--- src/rtl/calc_pkg.sv ---
`default_nettype none
// calc_pkg: state encoding, key codes, operator codes and limits for calc_control.
// Rev 1.0
package calc_pkg;

   typedef enum logic [2:0] {
      ST_OP1     = 3'd0,
      ST_OP2     = 3'd1,
      ST_COMPUTE = 3'd2,
      ST_RESULT  = 3'd3,
      ST_RELOAD  = 3'd4,
      ST_ERROR   = 3'd5
   } state_t;

   localparam logic [3:0] KEY_DIGIT_MAX = 4'd9;
   localparam logic [3:0] KEY_ADD       = 4'd10;
   localparam logic [3:0] KEY_SUB       = 4'd11;
   localparam logic [3:0] KEY_MUL       = 4'd12;
   localparam logic [3:0] KEY_DIV       = 4'd13;
   localparam logic [3:0] KEY_EQUALS    = 4'd14;
   localparam logic [3:0] KEY_CLEAR     = 4'd15;

   localparam logic [1:0] OP_ADD = 2'b00;
   localparam logic [1:0] OP_SUB = 2'b01;
   localparam logic [1:0] OP_MUL = 2'b10;
   localparam logic [1:0] OP_DIV = 2'b11;

   localparam logic [1:0] SAVE_NONE  = 2'b00;
   localparam logic [1:0] SAVE_OPND1 = 2'b01;
   localparam logic [1:0] SAVE_OPER  = 2'b10;
   localparam logic [1:0] SAVE_OPND2 = 2'b11;

   localparam logic [2:0] MAX_DIGITS  = 3'd4;
   localparam logic [4:0] ALU_TIMEOUT = 5'd16;

   function automatic logic [1:0] key_to_operator(input logic [3:0] key);
      case (key)
         KEY_SUB: return OP_SUB;
         KEY_MUL: return OP_MUL;
         KEY_DIV: return OP_DIV;
         default: return OP_ADD;
      endcase
   endfunction

endpackage
`default_nettype wire

--- src/rtl/calc_control.sv ---
`default_nettype none
// calc_control: keypad-driven FSM sequencing operand/operator storage and ALU requests.
// Rev 1.0
module calc_control
   import calc_pkg::*;
(
   input  logic       clk,
   input  logic       rst,
   input  logic       key_valid,
   input  logic [3:0] key_code,
   output logic       key_ready,
   input  logic       alu_done,
   output logic       alu_start,
   output logic [3:0] num,
   output logic [1:0] operator,
   output logic [1:0] save_enable,
   output logic       equ_enable,
   output logic       clear_enable,
   output logic       error,
   output logic [2:0] state_o
);

   state_t     state, state_nx;
   logic [2:0] cnt1, cnt1_nx, cnt2, cnt2_nx;
   logic [4:0] tmo, tmo_nx;
   logic [1:0] op_latch, op_latch_nx;
   logic [3:0] held, held_nx;

   logic       start_nx, equ_nx, clr_nx, err_nx;
   logic [3:0] num_nx;
   logic [1:0] oper_nx, save_nx;

   logic accept, is_digit, is_oper;

   assign key_ready = (state == ST_OP1) || (state == ST_OP2) ||
                      (state == ST_RESULT) || (state == ST_ERROR);
   assign state_o   = state;
   assign accept    = key_valid && key_ready;
   assign is_digit  = key_code <= KEY_DIGIT_MAX;
   assign is_oper   = (key_code >= KEY_ADD) && (key_code <= KEY_DIV);

   always_comb begin
      state_nx    = state;
      cnt1_nx     = cnt1;
      cnt2_nx     = cnt2;
      tmo_nx      = tmo;
      op_latch_nx = op_latch;
      held_nx     = held;
      start_nx    = 1'b0;
      num_nx      = 4'd0;
      oper_nx     = OP_ADD;
      save_nx     = SAVE_NONE;
      equ_nx      = 1'b0;
      clr_nx      = 1'b0;
      err_nx      = error;

      if (accept && key_code == KEY_CLEAR) begin
         clr_nx      = 1'b1;
         cnt1_nx     = 3'd0;
         cnt2_nx     = 3'd0;
         op_latch_nx = OP_ADD;
         err_nx      = 1'b0;
         state_nx    = ST_OP1;
      end else begin
         case (state)
            ST_OP1: begin
               if (accept && is_digit) begin
                  if (cnt1 < MAX_DIGITS) begin
                     save_nx = SAVE_OPND1;
                     num_nx  = key_code;
                     cnt1_nx = cnt1 + 3'd1;
                  end
               end else if (accept && is_oper && cnt1 != 3'd0) begin
                  save_nx     = SAVE_OPER;
                  oper_nx     = key_to_operator(key_code);
                  op_latch_nx = key_to_operator(key_code);
                  state_nx    = ST_OP2;
               end
            end
            ST_OP2: begin
               if (accept && is_digit) begin
                  if (cnt2 < MAX_DIGITS) begin
                     save_nx = SAVE_OPND2;
                     num_nx  = key_code;
                     cnt2_nx = cnt2 + 3'd1;
                  end
               end else if (accept && key_code == KEY_EQUALS && cnt2 != 3'd0) begin
                  start_nx = 1'b1;
                  oper_nx  = op_latch;
                  tmo_nx   = ALU_TIMEOUT;
                  state_nx = ST_COMPUTE;
               end
            end
            ST_COMPUTE: begin
               // a result arriving on the last allowed cycle still counts
               if (alu_done) begin
                  save_nx  = SAVE_OPND1;
                  equ_nx   = 1'b1;
                  state_nx = ST_RESULT;
               end else begin
                  tmo_nx = tmo - 5'd1;
                  if (tmo == 5'd1) begin
                     err_nx   = 1'b1;
                     state_nx = ST_ERROR;
                  end
               end
            end
            ST_RESULT: begin
               if (accept && is_digit) begin
                  clr_nx   = 1'b1;
                  held_nx  = key_code;
                  state_nx = ST_RELOAD;
               end
            end
            ST_RELOAD: begin
               // the digit that ended RESULT becomes the first digit of a new operand1
               save_nx  = SAVE_OPND1;
               num_nx   = held;
               cnt1_nx  = 3'd1;
               cnt2_nx  = 3'd0;
               state_nx = ST_OP1;
            end
            ST_ERROR: begin
            end
            default: state_nx = ST_OP1;
         endcase
      end
   end

   always_ff @(posedge clk) begin
      if (rst) begin
         state        <= ST_OP1;
         cnt1         <= 3'd0;
         cnt2         <= 3'd0;
         tmo          <= 5'd0;
         op_latch     <= OP_ADD;
         held         <= 4'd0;
         alu_start    <= 1'b0;
         num          <= 4'd0;
         operator     <= OP_ADD;
         save_enable  <= SAVE_NONE;
         equ_enable   <= 1'b0;
         clear_enable <= 1'b0;
         error        <= 1'b0;
      end else begin
         state        <= state_nx;
         cnt1         <= cnt1_nx;
         cnt2         <= cnt2_nx;
         tmo          <= tmo_nx;
         op_latch     <= op_latch_nx;
         held         <= held_nx;
         alu_start    <= start_nx;
         num          <= num_nx;
         operator     <= oper_nx;
         save_enable  <= save_nx;
         equ_enable   <= equ_nx;
         clear_enable <= clr_nx;
         error        <= err_nx;
      end
   end

endmodule
`default_nettype wire
--- config.mk ---
export PLATFORM = sky130hd
export DESIGN_NAME = calc_control
export DESIGN_NICKNAME = d
export VERILOG_FILES = /design/src/rtl/calc_pkg.sv /design/src/rtl/calc_control.sv
export SDC_FILE = /design/constraint.sdc
export NUM_CORES = 1
export LEC_CHECK = 0
export CORE_UTILIZATION = 47
export CTS_BUF_LIST = sky130_fd_sc_hd__clkbuf_16
export CTS_CLUSTER_SIZE = 8
export DETAILED_ROUTE_END_ITERATION = 10
export PLACE_DENSITY = 0.81
export SLEW_MARGIN = 10
export SYNTH_ARGS = -nofsm -noshare
export SYNTH_HDL_FRONTEND = slang
export SYNTH_SLANG_ARGS = --single-unit
--- constraint.sdc ---
create_clock -name clk -period 1.5 [get_ports clk]
set_input_delay 0.15 -clock clk [delete_from_list [all_inputs] [get_ports clk]]
set_output_delay 0.15 -clock clk [all_outputs]
set_load 0.02 [all_outputs]
==> results of run 1 <==
## final cells by class
type,count,share of cell area [%]
tap,44,2.22
clock inverter,3,1.51
timing repair buffer,66,23.6
inverter,8,1.21
multi-input combinational,125,40.2
clock buffer,5,5.04
sequential,32,26.2
## report_power, final
| group | switching, mW | internal (mW) | leakage (nW) | total, mW |
|---|---|---|---|---|
| sequential | 0.0760 | 0.948 | 0.262 | 1.02 |
| combinational | 0.765 | 0.703 | 0.725 | 1.47 |
| clock | 0.372 | 0.771 | 0.0789 | 1.14 |
## worst max-delay path, cell delays in order, from the launching register on
cell and delay [ns]:
dfxtp_2 0.32, inv_2 0.07, ha_4 0.12, nor2b_4 0.20
buf_4 0.15, nor4b_4 0.05, buf_4 0.15, a2111oi_0 0.53
## synth_stat cells (2+ instances only)
cell      count  area, sq um
dfxtp_1      32          641
a21oi_1      10         50.1
nor3_2        2         20.0
nand2b_1      4         25.0
nand4b_1      2         17.5
inv_1         7         26.3
or4b_1        2         20.0
buf_2         3         15.0
xnor2_1       3         26.3
nand2_1      15         56.3
o21ai_0       2         10.0
ha_1          6         75.1
nand4_1       2         12.5
nor2b_1       3         18.8
nand3_1       2         10.0
and2_1        2         12.5
nor2_1       28          105
mux2i_1       9         90.1
a22oi_1       4         30.0
o21a_1        2         15.0
clkbuf_1      2         7.51
xor2_1        3         26.3
nor3_1        4         20.0
## through the flow
stage | setup WS, ns | total power, mW | cells | util (%) | hold WS, ns
3_5_place_dp | -0.439 | 2.20 | 270 | 68.5 | 0.458
2_1_floorplan | -0.126 | 1.65 | 171 | - | 0.292
3_3_place_gp | -0.359 | 2.15 | 270 | 68.5 | 0.442
4_1_cts | -0.145 | 3.40 | 280 | 76.5 | 0.442
6_report | -0.262 | 3.63 | 283 | 80.6 | 0.391
5_1_grt | -0.336 | 3.76 | 283 | 80.6 | 0.402
## logic make-up after synthesis
| group | Yosys count | share of synthesized area [%] |
|---|---|---|
| simple gates | 75 | 27.0 |
| flops | 32 | 41.8 |
| compound gates | 29 | 13.3 |
| buf+inv | 14 | 3.67 |
| mux | 9 | 5.88 |
| xor+xnor | 6 | 3.43 |
| fa+ha+maj | 6 | 4.90 |
## routing by layer
layer  up-vias  track usage, %
met5         -               0
met4         0            18.7
met3        28            7.21
met2       132            47.9
met1       806            33.6
li1        739               -
## final timing paths
kind / to / slack [ns] / start / depth (start not counted)
worst max register to register: tmo[1] / -0.26 / cnt2[0] / 7
worst max-delay path: tmo[1] / -0.26 / cnt2[0] / 7
worst min-delay path: held[1] / 0.39 / key_code[1] / 4
worst min register to register: error / 0.49 / error / 2
## sequential cells by signal, indices dropped and copies added (netlist names)
register and count:
state_o 3, alu_start 1, clear_enable 1, op_latch 2
save_enable 2, num 4, error 1, cnt2 3
tmo 5, equ_enable 1, held 4, cnt1 3
operator 2
## repair_timing
item / in CTS / in global routing
pin swaps: 6 / 7
setup buffers: 2 / 3
cloned: 0 / 0
resized for setup: 26 / 24
setup endpoints to repair: 24 / 31
==> qor.yml, run 1 <==
setup_path:
  criticalPathCategory: "flop to flop"
  cp_data_required_time_ns: 1.62
  cp_max_fo: 5
  critPathArrivalTime_ns: 1.88
  start_kind: "flop"
  critPathCaptureType: "flop"
sta:
  max_freq_mhz: 567
  fin_skew_ns: 0.00323
  hold_viol: 0
  worstMarginPinSlew_ns: 0.553
  fin_crit_sh_pct: 117
  setup_viol: 10
  rsz0062_at_grt: "yes"
  finalSetupTns_ns: -0.813
  finalCriticalPeriod_ns: 1.76
  drv_slew: 0
  max_slew_margin_pct: 62.2
  timing.final.ws_setup_ns: -0.262
job:
  maxCapViolations: 0
cells_and_area:
  diodes: 0
  register_area_sq_um: 649
  final_common_cell: "buf_4"
  nets: 252
  final_cell_mix: "buf_4, dfxtp_1, nor2_1, clkdlybuf4s50_1, nand2_1"
  fillers: 167
  drive_above_1_share_pct: 35.1
  multi_input_area_sq_um: 998
  finalInstanceArea_sq_um: 2480
  syn_to_final_growth_pct: 61.9
power:
  p_leak_nw: 1.07
  powerDensity_nw_per_um2: 1460
  peakVddDrop_mv: 0.985
global_routing:
  grt_pass1_wl_mm: 7.36
  gr-total-overflow: 0
  grt_start_max_net_pins: 13
  track_usage_pct: 29.1
  antenna_found_initial: 0
  grt_pass1_vias: 1597
outcome:
  outcome: "complete, but fails checks"
  violations: "negative setup slack"
floorplan:
  initial_utilization_pct: 49.8
  coreArea_sq_um: 3080
  die_area_sq_um: 3490
  std_cell_rows: 20
  chipHeight_um: 59.1
  ioPinCount: 24
  die_w_um: 59.1
cts:
  clk_path_buf_depth: 2
  clk-insertion-delay-late_ns: 0.28
  cts_max_level: 2
  clock_sinks: 32
  clkTransAtPathRegs_ns: 0.05
  cts-root-buf: "clkbuf_16"
  tritoncts.num_buffers: 5
  hold_buffers: 0
  cts_tree: "built"
synthesis:
  ys_seq_area_share_pct: 41.8
  syn_area_sq_um: 1530
  synth_edf_count: 0
  synth-async-reset-ratio_pct: 0
  yosys_warnings: 0
  synth_area_per_cell_sq_um: 8.96
  synth_cells: 171
  ys_types: 45
  synth_fp_nets: 185
  yosys_most_used_dff: "dfxtp_1"
  ys_ff_latch: 32
route:
  firstDrtPassIters: 5
  vias_per_cell: 6.02
  wl_met2_mm: 2.56
  dr_wl_met3_um: 489
  post-route-drc-count: 0
  wire_per_inst_um: 19.1
  routed_wl_mm: 5.41
  drt-initial-drc-count: 181
  ant_nets: 0
  dr_total_vias: 1705
  wl_met1_mm: 2.14
  top_layer_used: "met4"
placed_design:
  place_hpwl_mm: 3.05
  gp_congestion: 0.835
  port_buffers: 23
  place_area_sq_um: 2110
min_path:
  hold_class: "input pin to flop"
Note: power is estimated with default switching activity, not from simulation.
==> inputs of run 2 (changes only) <==
--- a/config.mk
+++ b/config.mk
@@ -5,6 +5,7 @@
 export SDC_FILE = /design/constraint.sdc
 export NUM_CORES = 1
 export LEC_CHECK = 0
+export ABC_CLOCK_PERIOD_IN_PS = 1500
 export CORE_UTILIZATION = 47
 export CTS_BUF_LIST = sky130_fd_sc_hd__clkbuf_16
 export CTS_CLUSTER_SIZE = 8
==> constraint.sdc (replaced) <==
create_clock -name clk -period 1.5 [get_ports clk]
set_input_delay 0.225 -clock clk [delete_from_list [all_inputs] [get_ports clk]]
set_output_delay 0.225 -clock clk [all_outputs]
set_load 0.02 [all_outputs]
==> run 2 against run 1 <==
Net effect:
- the run still ends with negative setup slack left
- flip-flop and latch count unchanged
- routed wire length up 12%
- critical path depth shrank 3
- maximum frequency increased by 3.9%
- clock skew is 0.0013 ns lower
- final area up 5.4%
- global-route usage increased by 2.6 points
- critical path type unchanged
- largest power group unchanged
- highest routed layer unchanged
==> qor.yml, run 2 (synthesized netlist as in run 1, its figures left out) <==
outcome:
  outcome: "complete, but fails checks"  # unchanged
  violations: "negative setup slack"  # unchanged
floorplan:
  coreArea_sq_um: 3080  # unchanged
  initial_utilization_pct: 49.8  # unchanged
  die_area_sq_um: 3490  # unchanged
  chipHeight_um: 59.1  # unchanged
  std_cell_rows: 20  # unchanged
  ioPinCount: 24  # unchanged
  die_w_um: 59.1  # unchanged
sta:
  setup_viol: 13  # was 10
  timing.final.ws_setup_ns: -0.197  # was -0.262 ns
  max_slew_margin_pct: 68.0  # was 62.2%
  finalSetupTns_ns: -0.935  # was -0.813 ns
  hold_viol: 0  # unchanged
  drv_slew: 0  # unchanged
  max_freq_mhz: 589  # was 567 MHz
  finalCriticalPeriod_ns: 1.70  # was 1.76 ns
  fin_skew_ns: 0.00188  # was 0.00323 ns
  rsz0062_at_grt: "yes"  # unchanged
  fin_crit_sh_pct: 113  # was 117%
  hold_slack_ns: 0.492  # was 0.391 ns
  worstMarginPinSlew_ns: 0.477  # was 0.553 ns
placed_design:
  gp_congestion: 0.845  # was 0.835
  place_hpwl_mm: 3.09  # was 3.05 mm
  port_buffers: 23  # unchanged
  pre_cts_ws_ns: -0.530  # was -0.439 ns
cells_and_area:
  reg_top3: "tmo x5, held x4, num x4"  # unchanged
  multi_input_area_sq_um: 1040  # was 998 sq um
  final_util_pct: 85.0  # was 80.6%
  diodes: 0  # unchanged
  final_cell_mix: "buf_4, dfxtp_1, nor2_1, clkdlybuf4s50_1, nand2_1"  # unchanged
  regMostFlops: "tmo"  # unchanged
  nets: 263  # was 252
  drive_above_1_share_pct: 44.0  # was 35.1%
  register_area_sq_um: 649  # unchanged
  final_common_cell: "buf_4"  # unchanged
  syn_to_final_growth_pct: 70.7  # was 61.9%
  largest_reg_flops: 5  # unchanged
  fillers: 150  # was 167
route:
  dr_total_vias: 1777  # was 1,705
  firstDrtPassIters: 5  # unchanged
  ant_nets: 0  # unchanged
  wire_per_inst_um: 20.7  # was 19.1 um
  vias_per_cell: 6.04  # was 6.02
  post-route-drc-count: 0  # unchanged
  drt-initial-drc-count: 196  # was 181
  routed_wl_mm: 6.08  # was 5.41 mm
global_routing:
  grt_start_max_net_pins: 11  # was 13
  antenna_found_initial: 0  # unchanged
  gr-total-overflow: 0  # unchanged
  track_usage_pct: 31.7  # was 29.1%
  grt_pass1_wl_mm: 7.82  # was 7.36 mm
  grt_pass1_vias: 1689  # was 1,597
job:
  maxCapViolations: 0  # unchanged
power:
  peakVddDrop_mv: 1.21  # was 0.985 mV
  p_leak_nw: 1.12  # was 1.07 nW
  powerDensity_nw_per_um2: 1470  # was 1460 nW/um^2
  finalPower_mw: 3.84  # was 3.63 mW
cts:
  clock_sinks: 32  # unchanged
  cts-root-buf: "clkbuf_16"  # unchanged
  clkTransAtPathRegs_ns: 0.05  # about the same
  cts_max_level: 2  # unchanged
  hold_buffers: 0  # unchanged
  clk-insertion-delay-late_ns: 0.28  # about the same
  tritoncts.num_buffers: 5  # unchanged
  cts_tree: "built"  # unchanged
  clk_path_buf_depth: 2  # unchanged
setup_path:
  critPathCaptureType: "flop"  # unchanged
  start_kind: "flop"  # unchanged
  crit_chain: "or4b_4, or4_4, xor2_1, nor3_2"  # was inv_2, ha_4, nor2b_4, buf_4, nor4b_4, buf_4, a2111oi_0
  critPathArrivalTime_ns: 1.87  # was 1.88 ns
  criticalPathCategory: "flop to flop"  # unchanged
  cp_data_required_time_ns: 1.67  # was 1.62 ns
  cp_max_fo: 5  # unchanged
  critPathSlowestCell: "or4b_4"  # was a2111oi_0
  cp_slowest_stage_delay_ns: 0.50  # was 0.53 ns
min_path:
  hold_class: "flop to flop"  # was input pin to flop
run 2: worst max-delay path: cells and delay by family (launching register included):
kind / cells / cell delay, ns
xor+xnor: 1 / 0.19
flops: 1 / 0.41
simple gates: 3 / 1.00
run 2: path summary, 6_finish.rpt:
check              startpoint           to  slack, ns  cells past startpoint
setup / recovery   state_o[1]       tmo[3]      -0.20                      4
setup reg to reg   state_o[1]       tmo[3]      -0.20                      4
hold reg to reg   op_latch[1]  op_latch[1]       0.49                      2
hold / removal    op_latch[1]  op_latch[1]       0.49                      2
run 2: routing by layer:
| layer | global-route usage, % | routed length [um] | vias to the layer above |
|---|---|---|---|
| met5 | 0 | 0 | - |
| met4 | 26.9 | 393 | 0 |
| met1 | 32.9 | 2330 | 831 |
| met2 | 52.8 | 2840 | 139 |
| li1 | - | - | 759 |
| met3 | 8.95 | 521 | 48 |
run 2: final cells by class:
type,count,area share [%]
clock buffer,5,4.78
clock inverter,3,1.48
inverter,8,1.15
multi-input combinational,125,39.8
sequential,32,24.8
tap,44,2.10
timing repair buffer,77,25.9
run 2: what timing repair did:
| item | CTS | global route |
|---|---|---|
| setup buffers | 8 | 6 |
| setup endpoints to repair | 32 | 34 |
| pin swaps | 3 | 12 |
| resized for setup | 37 | 34 |
run 2: report_power, final:
part	total [mW]	switching [mW]	leakage, nW	internal, mW
sequential	1.03	0.0896	0.262	0.941
clock	1.14	0.364	0.0850	0.773
combinational	1.67	0.861	0.776	0.813
total	3.84	1.32	1.12	2.53
run 2: per-stage QoR:
stage / instances / instance area, sq um
after floorplan: 171 / 1550
after global placement: 272 / 2110
after detailed placement: 272 / 2110
after CTS: 288 / 2440
after global routing: 294 / 2620
final: 294 / 2620
